### src/rtl/cpu_seq_ctrl.sv
`timescale 1ns/1ps
`default_nettype none
// ============================================================================
//  Module      : cpu_seq_ctrl
//  Description : Multi-cycle instruction sequencer for the 19-bit CPU.
//                Fetches over a req/ack handshake, then steps the datapath
//                through DECODE, EXEC, MEM and WB. It is the only block
//                that advances the PC.
//  Revision    : 1.0 - initial release
// ============================================================================
module cpu_seq_ctrl #(
    parameter int ADDR_W = 14          // must be greater than 8 (branch offset width)
) (
    input  logic              clk,
    input  logic              rst,
    // instruction memory
    output logic              imem_req,
    output logic [ADDR_W-1:0] imem_addr,
    input  logic              imem_ack,
    input  logic [18:0]       imem_rdata,
    // data memory
    output logic              dmem_req,
    output logic              dmem_we,
    input  logic              dmem_ack,
    // datapath
    input  logic              alu_zero,
    output logic [4:0]        alu_opcode,
    output logic [4:0]        alu_funct,
    output logic              alu_src_imm,
    output logic              rf_we,
    output logic              wb_sel,
    // status
    output logic [18:0]       ir,
    output logic [ADDR_W-1:0] pc,
    output logic              halted,
    output logic              illegal,
    output logic [15:0]       retired
);

    // ------------------------------------------------------------------
    // Opcode map
    // ------------------------------------------------------------------
    localparam logic [4:0] c_OP_ART = 5'h00;
    localparam logic [4:0] c_OP_LOG = 5'h01;
    localparam logic [4:0] c_OP_CRY = 5'h02;
    localparam logic [4:0] c_OP_IMM = 5'h03;
    localparam logic [4:0] c_OP_LD  = 5'h04;
    localparam logic [4:0] c_OP_ST  = 5'h05;
    localparam logic [4:0] c_OP_BEQ = 5'h06;
    localparam logic [4:0] c_OP_JMP = 5'h07;
    localparam logic [4:0] c_OP_HLT = 5'h1F;

    typedef enum logic [2:0] {
        S_FETCH  = 3'd0,
        S_DECODE = 3'd1,
        S_EXEC   = 3'd2,
        S_MEM    = 3'd3,
        S_WB     = 3'd4,
        S_HALT   = 3'd5
    } state_t;

    // ------------------------------------------------------------------
    // Registered state
    // ------------------------------------------------------------------
    state_t              state_q;
    logic [ADDR_W-1:0]   pc_q;
    logic [18:0]         ir_q;
    logic [15:0]         retired_q;
    logic                illegal_q;
    logic                halted_q;
    logic                imem_req_q;
    logic                dmem_req_q;
    logic                dmem_we_q;
    logic                rf_we_q;
    logic                wb_sel_q;

    // ------------------------------------------------------------------
    // Decode of the latched instruction
    // ------------------------------------------------------------------
    logic [4:0]          op;
    logic                is_alu;
    logic                is_ld;
    logic                is_st;
    logic                is_beq;
    logic                is_jmp;
    logic                is_hlt;
    logic [ADDR_W-1:0]   pc_inc;
    logic [ADDR_W-1:0]   br_target;
    logic [ADDR_W-1:0]   jmp_target;

    assign op     = ir_q[18:14];
    assign is_alu = (op == c_OP_ART) || (op == c_OP_LOG) ||
                    (op == c_OP_CRY) || (op == c_OP_IMM);
    assign is_ld  = (op == c_OP_LD);
    assign is_st  = (op == c_OP_ST);
    assign is_beq = (op == c_OP_BEQ);
    assign is_jmp = (op == c_OP_JMP);
    assign is_hlt = (op == c_OP_HLT);

    assign pc_inc = pc_q + ADDR_W'(1);

    // pc already points past the branch, so the offset is applied to it
    // directly; the sum wraps naturally at the PC width.
    assign br_target = pc_q + {{(ADDR_W-8){ir_q[7]}}, ir_q[7:0]};

    // The jump target field is 14 bits; narrower PCs take the low bits,
    // wider PCs zero-extend it.
    generate
        if (ADDR_W <= 14) begin : g_tgt_slice
            assign jmp_target = ir_q[ADDR_W-1:0];
        end else begin : g_tgt_zext
            assign jmp_target = {{(ADDR_W-14){1'b0}}, ir_q[13:0]};
        end
    endgenerate

    // Sequencer FSM: state, PC, IR, counters and all strobes are registered here
    always_ff @(posedge clk or posedge rst) begin
        if (rst) begin
            state_q    <= S_FETCH;
            pc_q       <= '0;
            ir_q       <= '0;
            retired_q  <= '0;
            illegal_q  <= 1'b0;
            halted_q   <= 1'b0;
            // FETCH is the reset state, so the fetch request is already
            // primed; it is masked at the port while rst is high.
            imem_req_q <= 1'b1;
            dmem_req_q <= 1'b0;
            dmem_we_q  <= 1'b0;
            rf_we_q    <= 1'b0;
            wb_sel_q   <= 1'b0;
        end else begin
            unique case (state_q)
                S_FETCH: begin
                    if (imem_ack) begin
                        ir_q       <= imem_rdata;
                        pc_q       <= pc_inc;
                        imem_req_q <= 1'b0;
                        state_q    <= S_DECODE;
                    end
                end

                S_DECODE: begin
                    state_q <= S_EXEC;
                end

                S_EXEC: begin
                    if (is_alu) begin
                        rf_we_q  <= 1'b1;
                        wb_sel_q <= 1'b0;
                        state_q  <= S_WB;
                    end else if (is_ld || is_st) begin
                        dmem_req_q <= 1'b1;
                        dmem_we_q  <= is_st;
                        state_q    <= S_MEM;
                    end else if (is_beq) begin
                        if (alu_zero) begin
                            pc_q <= br_target;
                        end
                        retired_q  <= retired_q + 16'd1;
                        imem_req_q <= 1'b1;
                        state_q    <= S_FETCH;
                    end else if (is_jmp) begin
                        pc_q       <= jmp_target;
                        retired_q  <= retired_q + 16'd1;
                        imem_req_q <= 1'b1;
                        state_q    <= S_FETCH;
                    end else if (is_hlt) begin
                        halted_q <= 1'b1;
                        state_q  <= S_HALT;
                    end else begin
                        illegal_q <= 1'b1;
                        halted_q  <= 1'b1;
                        state_q   <= S_HALT;
                    end
                end

                S_MEM: begin
                    if (dmem_ack) begin
                        dmem_req_q <= 1'b0;
                        dmem_we_q  <= 1'b0;
                        if (is_st) begin
                            retired_q  <= retired_q + 16'd1;
                            imem_req_q <= 1'b1;
                            state_q    <= S_FETCH;
                        end else begin
                            rf_we_q  <= 1'b1;
                            wb_sel_q <= 1'b1;
                            state_q  <= S_WB;
                        end
                    end
                end

                S_WB: begin
                    rf_we_q    <= 1'b0;
                    retired_q  <= retired_q + 16'd1;
                    imem_req_q <= 1'b1;
                    state_q    <= S_FETCH;
                end

                S_HALT: begin
                    state_q <= S_HALT;
                end

                default: begin
                    state_q    <= S_FETCH;
                    imem_req_q <= 1'b1;
                    dmem_req_q <= 1'b0;
                    dmem_we_q  <= 1'b0;
                    rf_we_q    <= 1'b0;
                end
            endcase
        end
    end

    // ------------------------------------------------------------------
    // Outputs. Strobes are masked by rst so an in-flight request drops the
    // moment reset is asserted, independent of the clock.
    // ------------------------------------------------------------------
    assign imem_req    = imem_req_q & ~rst;
    assign dmem_req    = dmem_req_q & ~rst;
    assign dmem_we     = dmem_we_q  & ~rst;
    assign rf_we       = rf_we_q    & ~rst;
    assign imem_addr   = pc_q;
    assign pc          = pc_q;
    assign ir          = ir_q;
    assign alu_opcode  = ir_q[18:14];
    assign alu_funct   = ir_q[4:0];
    assign alu_src_imm = (op == c_OP_IMM) || is_ld || is_st;
    assign wb_sel      = wb_sel_q;
    assign halted      = halted_q;
    assign illegal     = illegal_q;
    assign retired     = retired_q;

endmodule
`default_nettype wire

### config.mk
export PLATFORM = sky130hd
export DESIGN_NAME = cpu_seq_ctrl
export DESIGN_NICKNAME = d
export VERILOG_FILES = /design/src/rtl/cpu_seq_ctrl.sv
export SDC_FILE = /design/constraint.sdc
export NUM_CORES = 1
export LEC_CHECK = 0
export ABC_AREA = 0
export CORE_MARGIN = 2
export CORE_UTILIZATION = 40
export CTS_CLUSTER_SIZE = 24
export DETAILED_ROUTE_END_ITERATION = 8
export PLACE_DENSITY_LB_ADDON = 0.1
export SLEW_MARGIN = 20
export SYNTH_ARGS = -nofsm -noshare
export SYNTH_HDL_FRONTEND = slang
export SYNTH_SLANG_ARGS = --single-unit
### constraint.sdc
create_clock -name clk -period 3.5 [get_ports clk]
set_clock_uncertainty 0.05 [all_clocks]
set_input_delay 0.7 -clock clk [delete_from_list [all_inputs] [get_ports clk]]
set_output_delay 0.7 -clock clk [all_outputs]
set_load 0.02 [all_outputs]
Word level (Yosys, flattened, before mapping)
Cells that the tools add are included.
Widths: inputs -> output; s select.
Cells by class
  add/subtract/negate cells: 3
  eq/ne operators: 23
  multiplexer cells: 43
  bitwise operators: 13
  reductions and logical operators: 24
Operators by type and width (count)
  $mux 16: 6
  $mux 14: 6
  $pmux 16 s3: 1
  $pmux 14 s2: 1
  $mux 3: 7
  $eq 5x3->1 const B: 4
  $reduce_and 6->1: 3
  $add 16x1->16 const B: 1
  $mux 1: 16
  $ne 2x2->1 const B: 8
  $pmux 3 s5: 1
  $add 14x1->14 const B: 1
  $add 14x14->14: 1
  $reduce_and 4->1: 3
  $eq 5x2->1 const B: 2
  $not 1->1: 9
  $pmux 1 s3: 3
  $reduce_and 7->1: 1
  $eq 3x2->1 const B: 2
  $eq 3x3->1 const B: 2
  $logic_or 1x1->1: 6
  $ne 3x3->1 const B: 2
  $eq 5x1->1 const B: 1
  $eq 5x5->1 const B: 1
  13 further kinds: 18
Word-level totals
  register bits: 59
  bits of input ports: 24
  output and inout bits: 81
  word-level logic and storage cells: 117

Longest topological paths before layout
  depth in word-level cells: 6
  gate-level depth with buffers: 8
  gate-level depth less buffers: 8

Least setup slack after synthesis
OpenSTA, ideal clock, no wires.
  path type: reg-to-reg
  start: register pc_q[0] (netlist: imem_addr[0])
  end: register pc_q[8] (netlist: imem_addr[8])
  setup time: 0.126 ns
  arrival: 2.180 ns
  data required time: 3.324 ns
  slack: 1.143 ns
  stages on the path, launching flop included: 8
  buffers on the path: 0
  clock period less this slack: 2.357 ns
  cells stage by stage: dfrtp_1 ha_1 fa_1 a211oi_1 o21bai_1 a31oi_1 xnor2_1 a221o_1
On the way
  word-level cells in the longest chain between the ends: 6
  elaborated cells on any way between the ends: 8
  classes of those cells: add/sub: 2; mux: 6
Ends and longest elaborated chain
  start, declared: line 66  | logic [ADDR_W-1:0] pc_q;
  start signal, assigned: line 137  | pc_q <= pc_inc;
  start signal, assigned: line 158  | pc_q <= br_target;
  start signal, assigned: line 164  | pc_q <= jmp_target;
  $add 14x14->14: line 104  | assign br_target = pc_q + {{(ADDR_W-8){ir_q[7]}}, ir_q[7:0]};
  $mux 14: line 157  | if (alu_zero) begin
  $mux 14: line 156  | end else if (is_beq) begin
  $mux 14: line 152  | end else if (is_ld || is_st) begin
  $mux 14: line 148  | if (is_alu) begin
  $pmux 14 s2 *: line 133  | unique case (state_q)
Every way passes the cells marked *; elsewhere a longest branch is shown, timed or not. The select of a mux whose other input is x is not followed.
A chain may end at the register's enable or synchronous reset.

Worst setup path in the final report
  start: register ir_q[18] (netlist: ir[18])
  end: output port alu_src_imm
On the way
  word-level cells in the longest chain between the ends: 3
  elaborated cells on any way between the ends: 5
  classes of those cells: eq/ne: 3; reduce/logical: 2
Ends and longest elaborated chain
  start, declared: line 67  | logic [18:0] ir_q;
  start signal, assigned: line 136  | ir_q <= imem_rdata;
  $eq 5x2->1 / $eq 5x3->1 (equally long branches): line 229, 94
  $logic_or 1x1->1: line 229  | assign alu_src_imm = (op == c_OP_IMM) || is_ld || is_st;
  $logic_or 1x1->1 *: line 229
  end, declared: line 29  | output logic alu_src_imm,
Every way passes the cells marked *; elsewhere a longest branch is shown, timed or not.

==> results_dict.tcl <==
set metrics [dict create \
    slew_viol_final 0 \
    io_pins 105 \
    dpl_worst_slack_ps 801.8 \
    final_cell_mix "104 x clkdlybuf4s50_1, 84 x nand2_1, 58 x dfrtp_1, 32 x a21oi_1, 25 x o21ai_0" \
    clock-root-buffer "clkbuf_8" \
    wl_met3_um 583 \
    drive_gt1_frac 0.06729 \
    min_path_type "flip-flop to flip-flop" \
    cp-endpoint "alu_src_imm" \
    power_leakage_nw 2.194 \
    cts_hold_buffers 0 \
    crit_cells 3 \
    crit_buf_inv 1 \
    gr-total-overflow 0 \
    yosys.area.top_type "dfrtp_1" \
    fp.dieArea_um2 10520 \
    critical_path_arrival_ps 1970 \
    async_reset_ff_frac 1.000 \
    irDropWorstVdd_mv 0.5119 \
    diodes 0 \
    outcome "complete, no violations" \
    fill_cells 885 \
    post-route-min-period_ps 2721 \
    die_y_um 102.6 \
    area_growth_pct 31.50 \
    cts.clk_slew.worst_paths_ps 70 \
    insertion_delay_ps 340 \
    yosys-top-cells-area "dfrtp_1 37%, nand2_1 8.1%, ha_1 4.8%" \
    hp-start "retired[15]" \
    period_share 0.7774 \
    final_common_cell "clkdlybuf4s50_1" \
    highest_layer "met4" \
    r2r-start "imem_addr[0]" \
    htree_levels 3 \
    seq_area_um2 1478 \
    grt_pass1_wl_um 16680 \
    drt_iter0_markers 204 \
    post_cts_buffers 0 \
    ys_types 61 \
    cpPeakStageDelay_ps 600 \
    cts_made_buffers 9 \
    syn_area_um2 3885 \
    met2_length_um 4785 \
    rsz0062_at_grt "no" \
    wl_per_cell_um 15.54 \
    tightest_slew_ps 785.8 \
    cp_slowest_cell "clkdlybuf4s50_1" \
    route.vias.total 3559 \
    rows 35 \
    ys.warnings.count 0 \
    layout.nets 570 \
    crit_path_start_kind "flip-flop" \
    finalSetupViolCount 0 \
    fmax_mhz 367.5 \
    met1_length_um 4866 \
    grt_max_degree 60 \
    path_class "flip-flop to output pin" \
    cp_top_family "buffers and inverters" \
    grt_usage 0.2025 \
    tns_ps 0 \
    cp_max_fo 9 \
    cts_resized 0 \
    slew_headroom 0.4733 \
    ant_nets 0 \
    path_cells "nor2_1 > and2_1 > clkdlybuf4s50_1" \
    cts_tree "built" \
    hpwl_um 7342 \
    ys.flop_type "dfrtp_1" \
    die_w_um 102.6 \
    synth_seq_cells 59 \
    clk_path_buf_depth 2 \
    reg2reg_slack_ps 910 \
    p_per_area_nw_per_um2 996.8 \
    start_util 0.4165 \
    multi_input_area_um2 2108 \
    viasPerCell 5.360 \
    core_um2 9328 \
    required_ps 2750 \
    syn_avg_cell_area_um2 8.653 \
    grt_pass1_vias 3322 \
    cp-startpoint "ir[18]" \
    antenna_found_initial 0 \
    synth_top_area_frac 0.3736 \
    rr_endpoint "imem_addr[12]" \
    netlist_instances 449 \
    crit_path_end_kind "output pin" \
    portBuffers 104 \
    cap_violations 0 \
    drcViolationCount 0 \
    finalWeightedCongestion 0.8393 \
    timing.final.hold_violations 0 \
    synth_nets 489 \
    ff2ff_path_depth 8 \
    first_pass_iters 4 \
    drt_wl_total_um 10320 \
    seq_area_frac_synth 0.3804 \
    synth_edf_count 0 \
    cts.sinks 59 \
    setup_ws_ps 779.1 \
]
[worst reg2reg max path, delay by kind of cell (launching register included)]
| kind | cells | cell delay [ps] |
|---|---|---|
| fa+ha+maj | 2 | 720 |
| flops | 1 | 470 |
| xor+xnor | 1 | 170 |
| compound gates | 5 | 1070 |
[sequential cells by signal, indices dropped and copies added, names as in the netlist]
name and flops:
imem_addr 14, rf_we_q 1, retired 16, imem_req_q 1, illegal 1, wb_sel 1
halted 1, dmem_we_q 1, dmem_req_q 1, state_q 3, ir 19
[where the power goes]
| group | total (mW) | leakage, nW | switching (mW) | internal, mW |
|---|---|---|---|---|
| combinational | 3.01 | 1.35 | 1.62 | 1.38 |
| clock | 0.695 | 0.109 | 0.278 | 0.418 |
| sequential | 1.39 | 0.735 | 0.450 | 0.938 |
[final cells by class]
type                       instances  share of cell area
clock buffer                      11             0.02768
clock inverter                     5             0.01518
timing repair buffer             111              0.2141
inverter                          13            0.009552
sequential                        59              0.2892
multi-input combinational        336              0.4127
tap                              129             0.03159
[logic make-up (layout without fill, tap and decap cells)]
kind of cell             after synthesis  count (layout)  share of synthesized area
multiplexers                           4               4                    0.01063
flip-flops                            59              59                     0.3804
AO/OA/AOI/OAI                        109             109                     0.1820
XOR/XNOR                              26              26                    0.05862
adder cells (fa/ha/maj)               16              16                    0.05346
buffers and inverters                 54             140                    0.07826
AND/OR/NAND/NOR                      181             181                     0.2367
[stage by stage]
stage,total power [mW],hold WS (ps),util,instances,area (µm²)
global placement,4.354,409.0,0.5242,648,4890
finish,5.092,418.6,0.5477,664,5109
global route,5.495,430.0,0.5477,664,5109
CTS,5.117,426.3,0.5477,664,5109
floorplan,3.388,411.5,-,449,3885
detailed placement,4.398,413.6,0.5242,648,4890
[layer usage]
layer  up-vias  GRT usage
li1       1739          -
met4         0    0.05744
met5         -          0
met1      1713     0.2838
met3         8    0.04339
met2        99     0.3172
[cell usage after synthesis (2+ instances only)]
cell and n:
a211oi_1 2, a21o_1 7, a21oi_1 32, a311o_1 3
a311oi_1 3, a31oi_1 7, and3_1 6, and4_1 3
buf_1 3, buf_2 3, buf_4 24, clkbuf_1 10
dfrtp_1 58, ha_1 15, inv_1 13, mux2i_1 3
nand2_1 84, nand2b_1 5, nand3_1 17, nand4_1 8
nor2_1 21, nor2b_1 11, nor3_1 7, nor3b_2 2
nor4_1 2, o211ai_1 2, o21a_1 4, o21ai_0 25
o21bai_1 4, o221ai_1 2, o22ai_1 3, o31ai_1 3
or3_1 5, xnor2_1 18, xor2_1 8
[how the worst min path moves through the flow]
stage	to	slack, ps	cells past startpoint
after floorplan	dmem_we_q	410	2
after global placement	retired[15]	410	1
after detailed placement	halted	410	1
after CTS	retired[15]	430	1
after global routing	retired[15]	430	1
final	retired[15]	420	1
No activity file was read; power rests on OpenSTA's default activity.
